$ cat src/rtl/cmd_rd53_deser_if.sv
`default_nettype none
// ============================================================================
// Module      : cmd_rd53_deser_if
// Description : Bundles the serial input side and the framed output side of
//               the RD53 command deserializer. The master modport drives the
//               serial stream, and the slave modport is the deserializer.
// Revision    : 1.0 - initial release
// ============================================================================
interface cmd_rd53_deser_if #(
  parameter int CNT_WIDTH = 8
);
  logic                 cmd_serial_in;
  logic                 serial_val;
  logic [15:0]          frame_data;
  logic                 frame_valid;
  logic                 frame_is_sync;
  logic                 locked;
  logic                 lost_lock;
  logic [CNT_WIDTH-1:0] frame_cnt;
  logic [CNT_WIDTH-1:0] lock_loss_cnt;

  // Stream source / frame monitor side
  modport master (
    output cmd_serial_in,
    output serial_val,
    input  frame_data,
    input  frame_valid,
    input  frame_is_sync,
    input  locked,
    input  lost_lock,
    input  frame_cnt,
    input  lock_loss_cnt
  );

  // Deserializer side
  modport slave (
    input  cmd_serial_in,
    input  serial_val,
    output frame_data,
    output frame_valid,
    output frame_is_sync,
    output locked,
    output lost_lock,
    output frame_cnt,
    output lock_loss_cnt
  );
endinterface
`default_nettype wire

$ cat src/rtl/cmd_rd53_deser.sv
`default_nettype none
// ============================================================================
// Module      : cmd_rd53_deser
// Description : RD53 command stream receiver. The module hunts for the sync
//               frame at any bit alignment, then confirms it on consecutive
//               frame boundaries, and locks. While locked, it emits every
//               aligned 16-bit frame in parallel. Lock drops after a run of
//               non-sync frames.
// Revision    : 1.0 - initial release
// ============================================================================
module cmd_rd53_deser #(
  parameter logic [15:0] SYNC_WORD     = 16'h817E,
  parameter int          LOCK_SYNCS    = 4,
  parameter int          UNLOCK_FRAMES = 32,
  parameter int          CNT_WIDTH     = 8
) (
  input  wire logic        cmd_clk,
  input  wire logic        rst_n,
  cmd_rd53_deser_if.slave  bus
);

  localparam logic [1:0]  c_st_hunt    = 2'd0;
  localparam logic [1:0]  c_st_verify  = 2'd1;
  localparam logic [1:0]  c_st_locked  = 2'd2;
  localparam logic [3:0]  c_lock_syncs = 4'(LOCK_SYNCS);
  localparam logic [15:0] c_unlock     = 16'(UNLOCK_FRAMES);
  localparam logic [CNT_WIDTH-1:0] c_cnt_max = '1;

  // FSM state
  logic [1:0]           r_state;
  logic [1:0]           w_state_nxt;

  // Alignment datapath
  logic [15:0]          r_sr;
  logic [3:0]           r_bit_cnt;
  logic [3:0]           r_sync_cnt;
  logic [15:0]          r_nosync_cnt;

  // Registered outputs
  logic [15:0]          r_frame_data;
  logic                 r_frame_valid;
  logic                 r_frame_is_sync;
  logic                 r_locked;
  logic                 r_lost_lock;
  logic [CNT_WIDTH-1:0] r_frame_cnt;
  logic [CNT_WIDTH-1:0] r_lock_loss_cnt;

  // Per-edge decode
  logic [15:0]          w_word;
  logic                 w_samp;
  logic                 w_match;
  logic                 w_boundary;
  logic [3:0]           w_sync_inc;
  logic [15:0]          w_nosync_inc;

  // Next-value / action signals produced by the output decode
  logic                 w_emit;
  logic                 w_lose;
  logic [3:0]           w_bit_cnt_nxt;
  logic [3:0]           w_sync_cnt_nxt;
  logic [15:0]          w_nosync_nxt;

  // The word under test always includes the bit arriving on this edge.
  assign w_samp       = bus.serial_val;
  assign w_word       = {r_sr[14:0], bus.cmd_serial_in};
  assign w_match      = (w_word == SYNC_WORD);
  assign w_boundary   = w_samp && (r_bit_cnt == 4'd15);
  assign w_sync_inc   = r_sync_cnt + 4'd1;
  assign w_nosync_inc = r_nosync_cnt + 16'd1;

  // State register
  always_ff @(posedge cmd_clk or negedge rst_n) begin
    if (!rst_n) begin
      r_state <= c_st_hunt;
    end else begin
      r_state <= w_state_nxt;
    end
  end

  // Next-state decode: sliding search in HUNT, boundary-only checks elsewhere
  always_comb begin
    w_state_nxt = r_state;
    case (r_state)
      c_st_hunt: begin
        if (w_samp && w_match) begin
          w_state_nxt = (c_lock_syncs == 4'd1) ? c_st_locked : c_st_verify;
        end
      end
      c_st_verify: begin
        if (w_boundary) begin
          if (!w_match) begin
            w_state_nxt = c_st_hunt;
          end else if (w_sync_inc == c_lock_syncs) begin
            w_state_nxt = c_st_locked;
          end
        end
      end
      c_st_locked: begin
        if (w_boundary && !w_match && (w_nosync_inc == c_unlock)) begin
          w_state_nxt = c_st_hunt;
        end
      end
      default: w_state_nxt = c_st_hunt;
    endcase
  end

  // Output/action decode: frame emission, lock loss and counter next values
  always_comb begin
    w_emit         = 1'b0;
    w_lose         = 1'b0;
    w_bit_cnt_nxt  = r_bit_cnt;
    w_sync_cnt_nxt = r_sync_cnt;
    w_nosync_nxt   = r_nosync_cnt;

    if (w_samp) begin
      w_bit_cnt_nxt = r_bit_cnt + 4'd1;
    end

    case (r_state)
      c_st_hunt: begin
        if (w_samp && w_match) begin
          // The sync just found defines the frame alignment from here on.
          w_bit_cnt_nxt  = 4'd0;
          w_sync_cnt_nxt = 4'd1;
          w_nosync_nxt   = 16'd0;
        end
      end
      c_st_verify: begin
        if (w_boundary) begin
          if (w_match) begin
            w_sync_cnt_nxt = w_sync_inc;
            w_nosync_nxt   = 16'd0;
          end else begin
            w_sync_cnt_nxt = 4'd0;
          end
        end
      end
      c_st_locked: begin
        if (w_boundary) begin
          if (w_match) begin
            w_nosync_nxt = 16'd0;
            w_emit       = 1'b1;
          end else if (w_nosync_inc == c_unlock) begin
            // Cleared so a later relock starts its miss run from zero.
            w_nosync_nxt   = 16'd0;
            w_sync_cnt_nxt = 4'd0;
            w_lose         = 1'b1;
          end else begin
            w_nosync_nxt = w_nosync_inc;
            w_emit       = 1'b1;
          end
        end
      end
      default: begin
        w_sync_cnt_nxt = 4'd0;
        w_nosync_nxt   = 16'd0;
      end
    endcase
  end

  // Alignment datapath registers; everything holds when no bit is qualified
  always_ff @(posedge cmd_clk or negedge rst_n) begin
    if (!rst_n) begin
      r_sr         <= 16'd0;
      r_bit_cnt    <= 4'd0;
      r_sync_cnt   <= 4'd0;
      r_nosync_cnt <= 16'd0;
    end else begin
      if (w_samp) begin
        r_sr <= w_word;
      end
      r_bit_cnt    <= w_bit_cnt_nxt;
      r_sync_cnt   <= w_sync_cnt_nxt;
      r_nosync_cnt <= w_nosync_nxt;
    end
  end

  // Output registers: pulses last one cycle, data and counters are held
  always_ff @(posedge cmd_clk or negedge rst_n) begin
    if (!rst_n) begin
      r_frame_data    <= 16'd0;
      r_frame_valid   <= 1'b0;
      r_frame_is_sync <= 1'b0;
      r_locked        <= 1'b0;
      r_lost_lock     <= 1'b0;
      r_frame_cnt     <= '0;
      r_lock_loss_cnt <= '0;
    end else begin
      r_frame_valid   <= w_emit;
      r_frame_is_sync <= w_emit && w_match;
      r_lost_lock     <= w_lose;
      // Taken from the next state so LOCKED falls with the LOST_LOCK pulse.
      r_locked        <= (w_state_nxt == c_st_locked);
      if (w_emit) begin
        r_frame_data <= w_word;
        r_frame_cnt  <= r_frame_cnt + 1'b1;
      end
      if (w_lose && (r_lock_loss_cnt != c_cnt_max)) begin
        r_lock_loss_cnt <= r_lock_loss_cnt + 1'b1;
      end
    end
  end

  assign bus.frame_data    = r_frame_data;
  assign bus.frame_valid   = r_frame_valid;
  assign bus.frame_is_sync = r_frame_is_sync;
  assign bus.locked        = r_locked;
  assign bus.lost_lock     = r_lost_lock;
  assign bus.frame_cnt     = r_frame_cnt;
  assign bus.lock_loss_cnt = r_lock_loss_cnt;

endmodule
`default_nettype wire

$ cat src/flat_wrapper.sv
// flat-port wrapper written by rule: the top's interface ports become plain ports
module cmd_rd53_deser_flat 
#(
  parameter logic [15:0] SYNC_WORD     = 16'h817E,
  parameter int          LOCK_SYNCS    = 4,
  parameter int          UNLOCK_FRAMES = 32,
  parameter int          CNT_WIDTH     = 8
)
  (cmd_clk, rst_n, bus_cmd_serial_in, bus_serial_val, bus_frame_data, bus_frame_valid, bus_frame_is_sync, bus_locked, bus_lost_lock, bus_frame_cnt, bus_lock_loss_cnt);
  cmd_rd53_deser_if #(.CNT_WIDTH(CNT_WIDTH)) bus_i ();
  input  wire logic cmd_clk;
  input  wire logic rst_n;
  input wire logic [$bits(bus_i.cmd_serial_in)-1:0] bus_cmd_serial_in;
  input wire logic [$bits(bus_i.serial_val)-1:0] bus_serial_val;
  output wire logic [$bits(bus_i.frame_data)-1:0] bus_frame_data;
  output wire logic [$bits(bus_i.frame_valid)-1:0] bus_frame_valid;
  output wire logic [$bits(bus_i.frame_is_sync)-1:0] bus_frame_is_sync;
  output wire logic [$bits(bus_i.locked)-1:0] bus_locked;
  output wire logic [$bits(bus_i.lost_lock)-1:0] bus_lost_lock;
  output wire logic [$bits(bus_i.frame_cnt)-1:0] bus_frame_cnt;
  output wire logic [$bits(bus_i.lock_loss_cnt)-1:0] bus_lock_loss_cnt;
  assign bus_i.cmd_serial_in = bus_cmd_serial_in;
  assign bus_i.serial_val = bus_serial_val;
  assign bus_frame_data = bus_i.frame_data;
  assign bus_frame_valid = bus_i.frame_valid;
  assign bus_frame_is_sync = bus_i.frame_is_sync;
  assign bus_locked = bus_i.locked;
  assign bus_lost_lock = bus_i.lost_lock;
  assign bus_frame_cnt = bus_i.frame_cnt;
  assign bus_lock_loss_cnt = bus_i.lock_loss_cnt;
  cmd_rd53_deser #(.SYNC_WORD(SYNC_WORD), .LOCK_SYNCS(LOCK_SYNCS), .UNLOCK_FRAMES(UNLOCK_FRAMES), .CNT_WIDTH(CNT_WIDTH)) u_core (.cmd_clk(cmd_clk), .rst_n(rst_n), .bus(bus_i));
endmodule
$ cat config.mk
export PLATFORM = sky130hd
export DESIGN_NAME = cmd_rd53_deser_flat
export DESIGN_NICKNAME = d
export VERILOG_FILES = /design/src/rtl/cmd_rd53_deser_if.sv /design/src/rtl/cmd_rd53_deser.sv /design/src/flat_wrapper.sv
export SDC_FILE = /design/constraint.sdc
export NUM_CORES = 1
export LEC_CHECK = 0
export ABC_AREA = 1
export CAP_MARGIN = 5
export CORE_MARGIN = 1
export CORE_UTILIZATION = 40
export DETAILED_ROUTE_END_ITERATION = 8
export GPL_TIMING_DRIVEN = 0
export SLEW_MARGIN = 0
export SYNTH_ARGS = -nofsm -noshare
export SYNTH_HDL_FRONTEND = slang
export SYNTH_SLANG_ARGS = --single-unit
$ cat constraint.sdc
create_clock -name cmd_clk -period 4 [get_ports cmd_clk]
set_clock_uncertainty 0.2 [all_clocks]
set_input_delay 0.8 -clock cmd_clk [delete_from_list [all_inputs] [get_ports cmd_clk]]
set_output_delay 0.8 -clock cmd_clk [all_outputs]
set_load 0.01 [all_outputs]
After elaboration in Yosys (flattened, before gate mapping)
Index checks and enable logic that the tools add are counted.

Flip-flop bits (word level): 77. Bits of input ports: 4. Output and inout bits: 36. Logic and storage cells: 72.

Add/sub/neg operators: 5. Eq/ne operators: 14. Mux-type cells: 31. Reductions and logical operators: 10.

Operators with widths (count): $mux W16 (6); $pmux W16 S3 (1); $mux W4 (9); $add A16 B1 Y16 const B (1); $add A8 B1 Y8 const B (2); $eq A16 B16 Y1 const B (1); $eq A16 B6 Y1 const B (1); $pmux W4 S3 (1); $mux W2 (5); $ne A2 B1 Y1 const B (5); $add A4 B1 Y4 const B (2); $mux W1 (8); $ne A8 B8 Y1 const B (1); $logic_and A1 B1 Y1 (6); $pmux W2 S3 (1); $reduce_and A5 Y1 (1); $eq A2 B2 Y1 const B (2); $eq A4 B3 Y1 const B (1); $eq A4 B4 Y1 const B (1); $reduce_and A4 Y1 (1); $eq A2 B1 Y1 const B (1); $logic_not A2 Y1 (1); $ne A2 B2 Y1 const B (1); $logic_not A1 Y1 (1).

Longest topological paths before layout
Word-level depth: 7. Depth in mapped cells: 15. Gate-level depth less buffers: 15.

Worst setup path after synthesis
No wires, ideal clock.

Path kind: input to register. From: input bus_cmd_serial_in. To: register u_core.r_nosync_cnt[8]. Library setup time: 127 ps. Arrival: 1989 ps. Data required time: 3673 ps. Setup slack: 1684 ps. Stages: 9. Buffers on the path: 1. Path through: nor4_1 nand2_1 inv_2 nand2_2 nand2_1 nand2_2 inv_2 buf_2 o22ai_1.

Cells in the longest elaborated chain, start to end: 4. Elaborated cells on any way between the ends: 8. Those cells by class: eq/ne (3); mux (3); reduce/logical (2).

RTL lines: from (decl) (RTL line flat_wrapper.sv:13) `input wire logic [$bits(bus_i.cmd_serial_in)-1:0] bus_cmd_serial_in;`; $eq A16 B16 Y1 * (RTL line cmd_rd53_deser.sv:66) `assign w_match = (w_word == SYNC_WORD);`; $mux W16 or $logic_and A1 B1 Y1 (tied branches) (RTL line cmd_rd53_deser.sv:140, cmd_rd53_deser.sv:121); $mux W16 or $ne A2 B1 Y1 (tied branches); $pmux W16 S3 or $reduce_and A4 Y1 (tied branches); to (signal assigned) (RTL line cmd_rd53_deser.sv:174) `r_nosync_cnt <= w_nosync_nxt;`; to (decl) (RTL line cmd_rd53_deser.sv:37) `logic [15:0] r_nosync_cnt;`.

Every way passes the cells marked *; elsewhere a longest branch is shown, timed or not. The select of a mux whose other input is x is not followed. A chain may end at the register's enable or synchronous reset.

Worst setup path in the final report
From: input bus_serial_val. To: register u_core.r_nosync_cnt[13].

Cells in the longest elaborated chain, start to end: 3. Elaborated cells on any way between the ends: 6. Those cells by class: eq/ne (3); reduce/logical (3).

RTL lines: from (decl) (RTL line flat_wrapper.sv:14) `input wire logic [$bits(bus_i.serial_val)-1:0] bus_serial_val;`; $logic_and A1 B1 Y1, on equally long branches (RTL line cmd_rd53_deser.sv:67, cmd_rd53_deser.sv:121); $ne A2 B1 Y1 (no line); $reduce_and A4 Y1 (no line) *.

Every way passes the cells marked *; elsewhere a longest branch is shown, timed or not.

==> run summary <==
status: finished clean
GPL Wtd Cong: 0.778
WP data arrival: 2.92 ns
CP Data Required Time: 4.04 ns
first-pass GRT wire length: 15400 um
placement-stage worst setup slack: 0.750 ns
Multi-input gate area: 0.00182 mm2
antenna-violating nets left: 0
setup-violating endpoint count in the final report: 0
layout cells sized above 1: 0.0963
max-slew violation count: 0
Die Span Y: 103 um
final WL: 9030 um
CTS tree: done
Setup crit start kind: primary input
Final Hold Vio Count: 0
LEAKAGE: 2.40 nW
Pre-antenna DRT Iters: 4
DPL Wire Length: 6430 um
crit path max fanout: 10
Synth top area share: 0.473
YS warnings: 0
post-synth cell types: 31
Initial Util: 0.415
Synth Register Bits: 77
total global-route track usage: 0.188
setup TNS: 0 ns
Root Driver: clkbuf_8
CP max-delay cell: clkdlybuf4s50_1
Congestion Overflow GR: 0
drt drc: 0
Syn-to-layout area delta: 19.8%
largest net degree at the start of global routing: 45
dpl cells: 688
area of the core: 0.00982 mm2
Tmin final: 2.89 ns
Area contributors post-synth: dfrtp_1 47%, nand2_1 14%, nand4_1 6.6%
syn avg cell area: 7.90 um2
Synth Net Count: 525
CP Capture Type: register
DR WL/cell: 12.8 um
measured slew at the worst slew-check pin: 0.543 ns
fin worst setup slack: 1.11 ns
Clock Latency Late Sink: 0.36 ns
vias in the first global route: 3235
Worst Hold Class: primary input to asynchronous set/reset pin
Max VDD drop: 221 uV
fin cells: 704
IO Port Bufs: 39
die area: 0.0106 mm2
end-of-flow core utilization: 0.497
fmax: 0.346 GHz
crit-path max cell delay: 0.54 ns
CP Class: primary input to register
Nets: 576
Hold Slack: 0.209 ns
total of max-cap violations: 0
initial antenna violation count: 0
reg2reg end: u_core.r_nosync_cnt[13]
vias post-DR: 3533
cell family with most CP delay: buffers and inverters
Post-CTS Resized: 0
Seq/Total Area, Yosys: 0.473
Buf/Inv on CP: 5
R2R Path Start: u_core.r_nosync_cnt[0]
number of antenna diodes: 0
Worst-path clk slew: 0.08 ns
htree depth: 3
Hold Buf Count CTS: 0
cell taking the most area after synthesis: dfrtp_1
Sink Count: 77
pwr/cell area: 442 mW/mm2
std cell rows: 36
Mapped Cells: 515
FF-to-FF path depth: 13
number of buffers created by CTS: 9
Initial DRC Count: 126
Vias/cell: 5.02
Final Cycle Share: 0.722
RSZ-0062 raised after global routing: no
Filler cells: 972
Netlist Area Pre-Place: 0.00407 mm2
I/O pin total: 40
critical path, cell by cell: clkdlybuf4s50_1, inv_1, nor3_1, nand2_1, inv_2, o21ai_0, nand2_1, nand2_2, inv_2, buf_2, o22ai_1
die width: 103 um
Max clock buf depth: 2
FF+latch area: 0.00193 mm2
Reg2Reg Setup Slack: 1.49 ns
post-CTS setup buffer count: 0
Max-slew headroom: 0.637
cell usage after synthesis:
cell type / n
ha_1: 6
nand2_1: 153
nor4_1: 1
buf_4: 2
nand3_2: 2
xor2_1: 11
o211ai_1: 2
o31ai_1: 1
nor3_1: 8
nand4_1: 43
o22ai_1: 10
a21oi_1: 2
buf_6: 1
o21ai_0: 25
buf_1: 2
nand2_2: 14
buf_2: 3
nand3b_1: 1
nor2_4: 3
or2_2: 1
inv_1: 59
o21ai_2: 1
buf_8: 1
clkbuf_1: 6
nor2_2: 4
inv_2: 5
nor2_1: 32
dfrtp_1: 77
nand3_1: 33
nand3_4: 1
xnor2_1: 5
worst max-delay path by stage:
stage	start	end	slack, ns	depth (start not counted)
after floorplan	bus_cmd_serial_in	u_core.r_nosync_cnt[8]	1.68	9
after global placement	rst_n	u_core.bus.frame_cnt[6]	-0.95	1
after global routing	bus_serial_val	u_core.r_nosync_cnt[3]	0.89	11
after detailed placement	bus_serial_val	u_core.r_nosync_cnt[6]	0.75	11
final	bus_serial_val	u_core.r_nosync_cnt[13]	1.11	11
after CTS	bus_serial_val	u_core.r_nosync_cnt[13]	1.12	11
worst register-to-register path, delay by kind of cell, from the launching register on:
kind                       cells  cell delay [ns]
AOI/OAI and AO/OA              1             0.10
adders and majority gates      1             0.25
buffers and inverters          2             0.27
DFF                            1             0.44
and+or+nand+nor                9             1.15
per-layer routing:
metal	track usage	share of wire	up-vias
li1	-	-	1791
met1	0.263	0.50	1683
met5	0	0	-
met4	0.0618	0.0097	0
met3	0.0353	0.028	8
met2	0.296	0.46	51
kinds of logic (layout without fill, tap and decap cells):
| family | after synthesis | count (layout) | synth area share |
|---|---|---|---|
| simple gates | 296 | 296 | 0.337 |
| flops | 77 | 77 | 0.473 |
| xor+xnor | 16 | 16 | 0.0344 |
| fa+ha+maj | 6 | 6 | 0.0184 |
| buf+inv | 79 | 135 | 0.0802 |
| compound gates | 41 | 41 | 0.0563 |
per-stage QoR:
stage | area, um2 | power (mW)
2_1_floorplan | 4070 | 1.36
3_3_place_gp | 4630 | 1.47
3_5_place_dp | 4650 | 1.50
4_1_cts | 4880 | 2.17
5_1_grt | 4880 | 2.31
6_report | 4880 | 2.16
cells in the final DEF (no fill, tap or decap), types with 3 or more instances in the layout:
master           count
buf_2                3
buf_4                3
clkbuf_1             7
clkbuf_8            10
clkdlybuf4s50_1     38
dfrtp_1             77
ha_1                 6
inv_1               59
inv_2                5
nand2_1            153
nand2_2             14
nand3_1             33
nand4_1             43
nor2_1              32
nor2_2               4
nor2_4               3
nor3_1               8
o21ai_0             25
o22ai_1             10
xnor2_1              5
xor2_1              11
sequential cells by signal (all words and copies together) (netlist names):
register	count
u_core.r_sr	15
u_core.bus.frame_data	16
u_core.r_state	2
u_core.r_nosync_cnt	16
u_core.bus.lock_loss_cnt	8
u_core.r_bit_cnt	4
u_core.r_sync_cnt	4
u_core.bus.frame_valid	1
u_core.bus.lost_lock	1
u_core.bus.locked	1
u_core.bus.frame_is_sync	1
u_core.bus.frame_cnt	8
power breakdown:
part | switching (mW) | leakage (nW) | total, mW | internal [mW]
logic | 0.338 | 1.27 | 0.501 | 0.164
clock network | 0.299 | 0.114 | 0.670 | 0.371
registers | 0.102 | 1.01 | 0.984 | 0.882
final cells by class:
class	count	area share
buffer	15	0.0177
multi-input combinational	359	0.373
clock inverter	5	0.0169
clock buffer	11	0.0290
tap	133	0.0341
timing repair buffer	40	0.0852
sequential	77	0.395
inverter	64	0.0493
(Power assumes the default switching activity.)
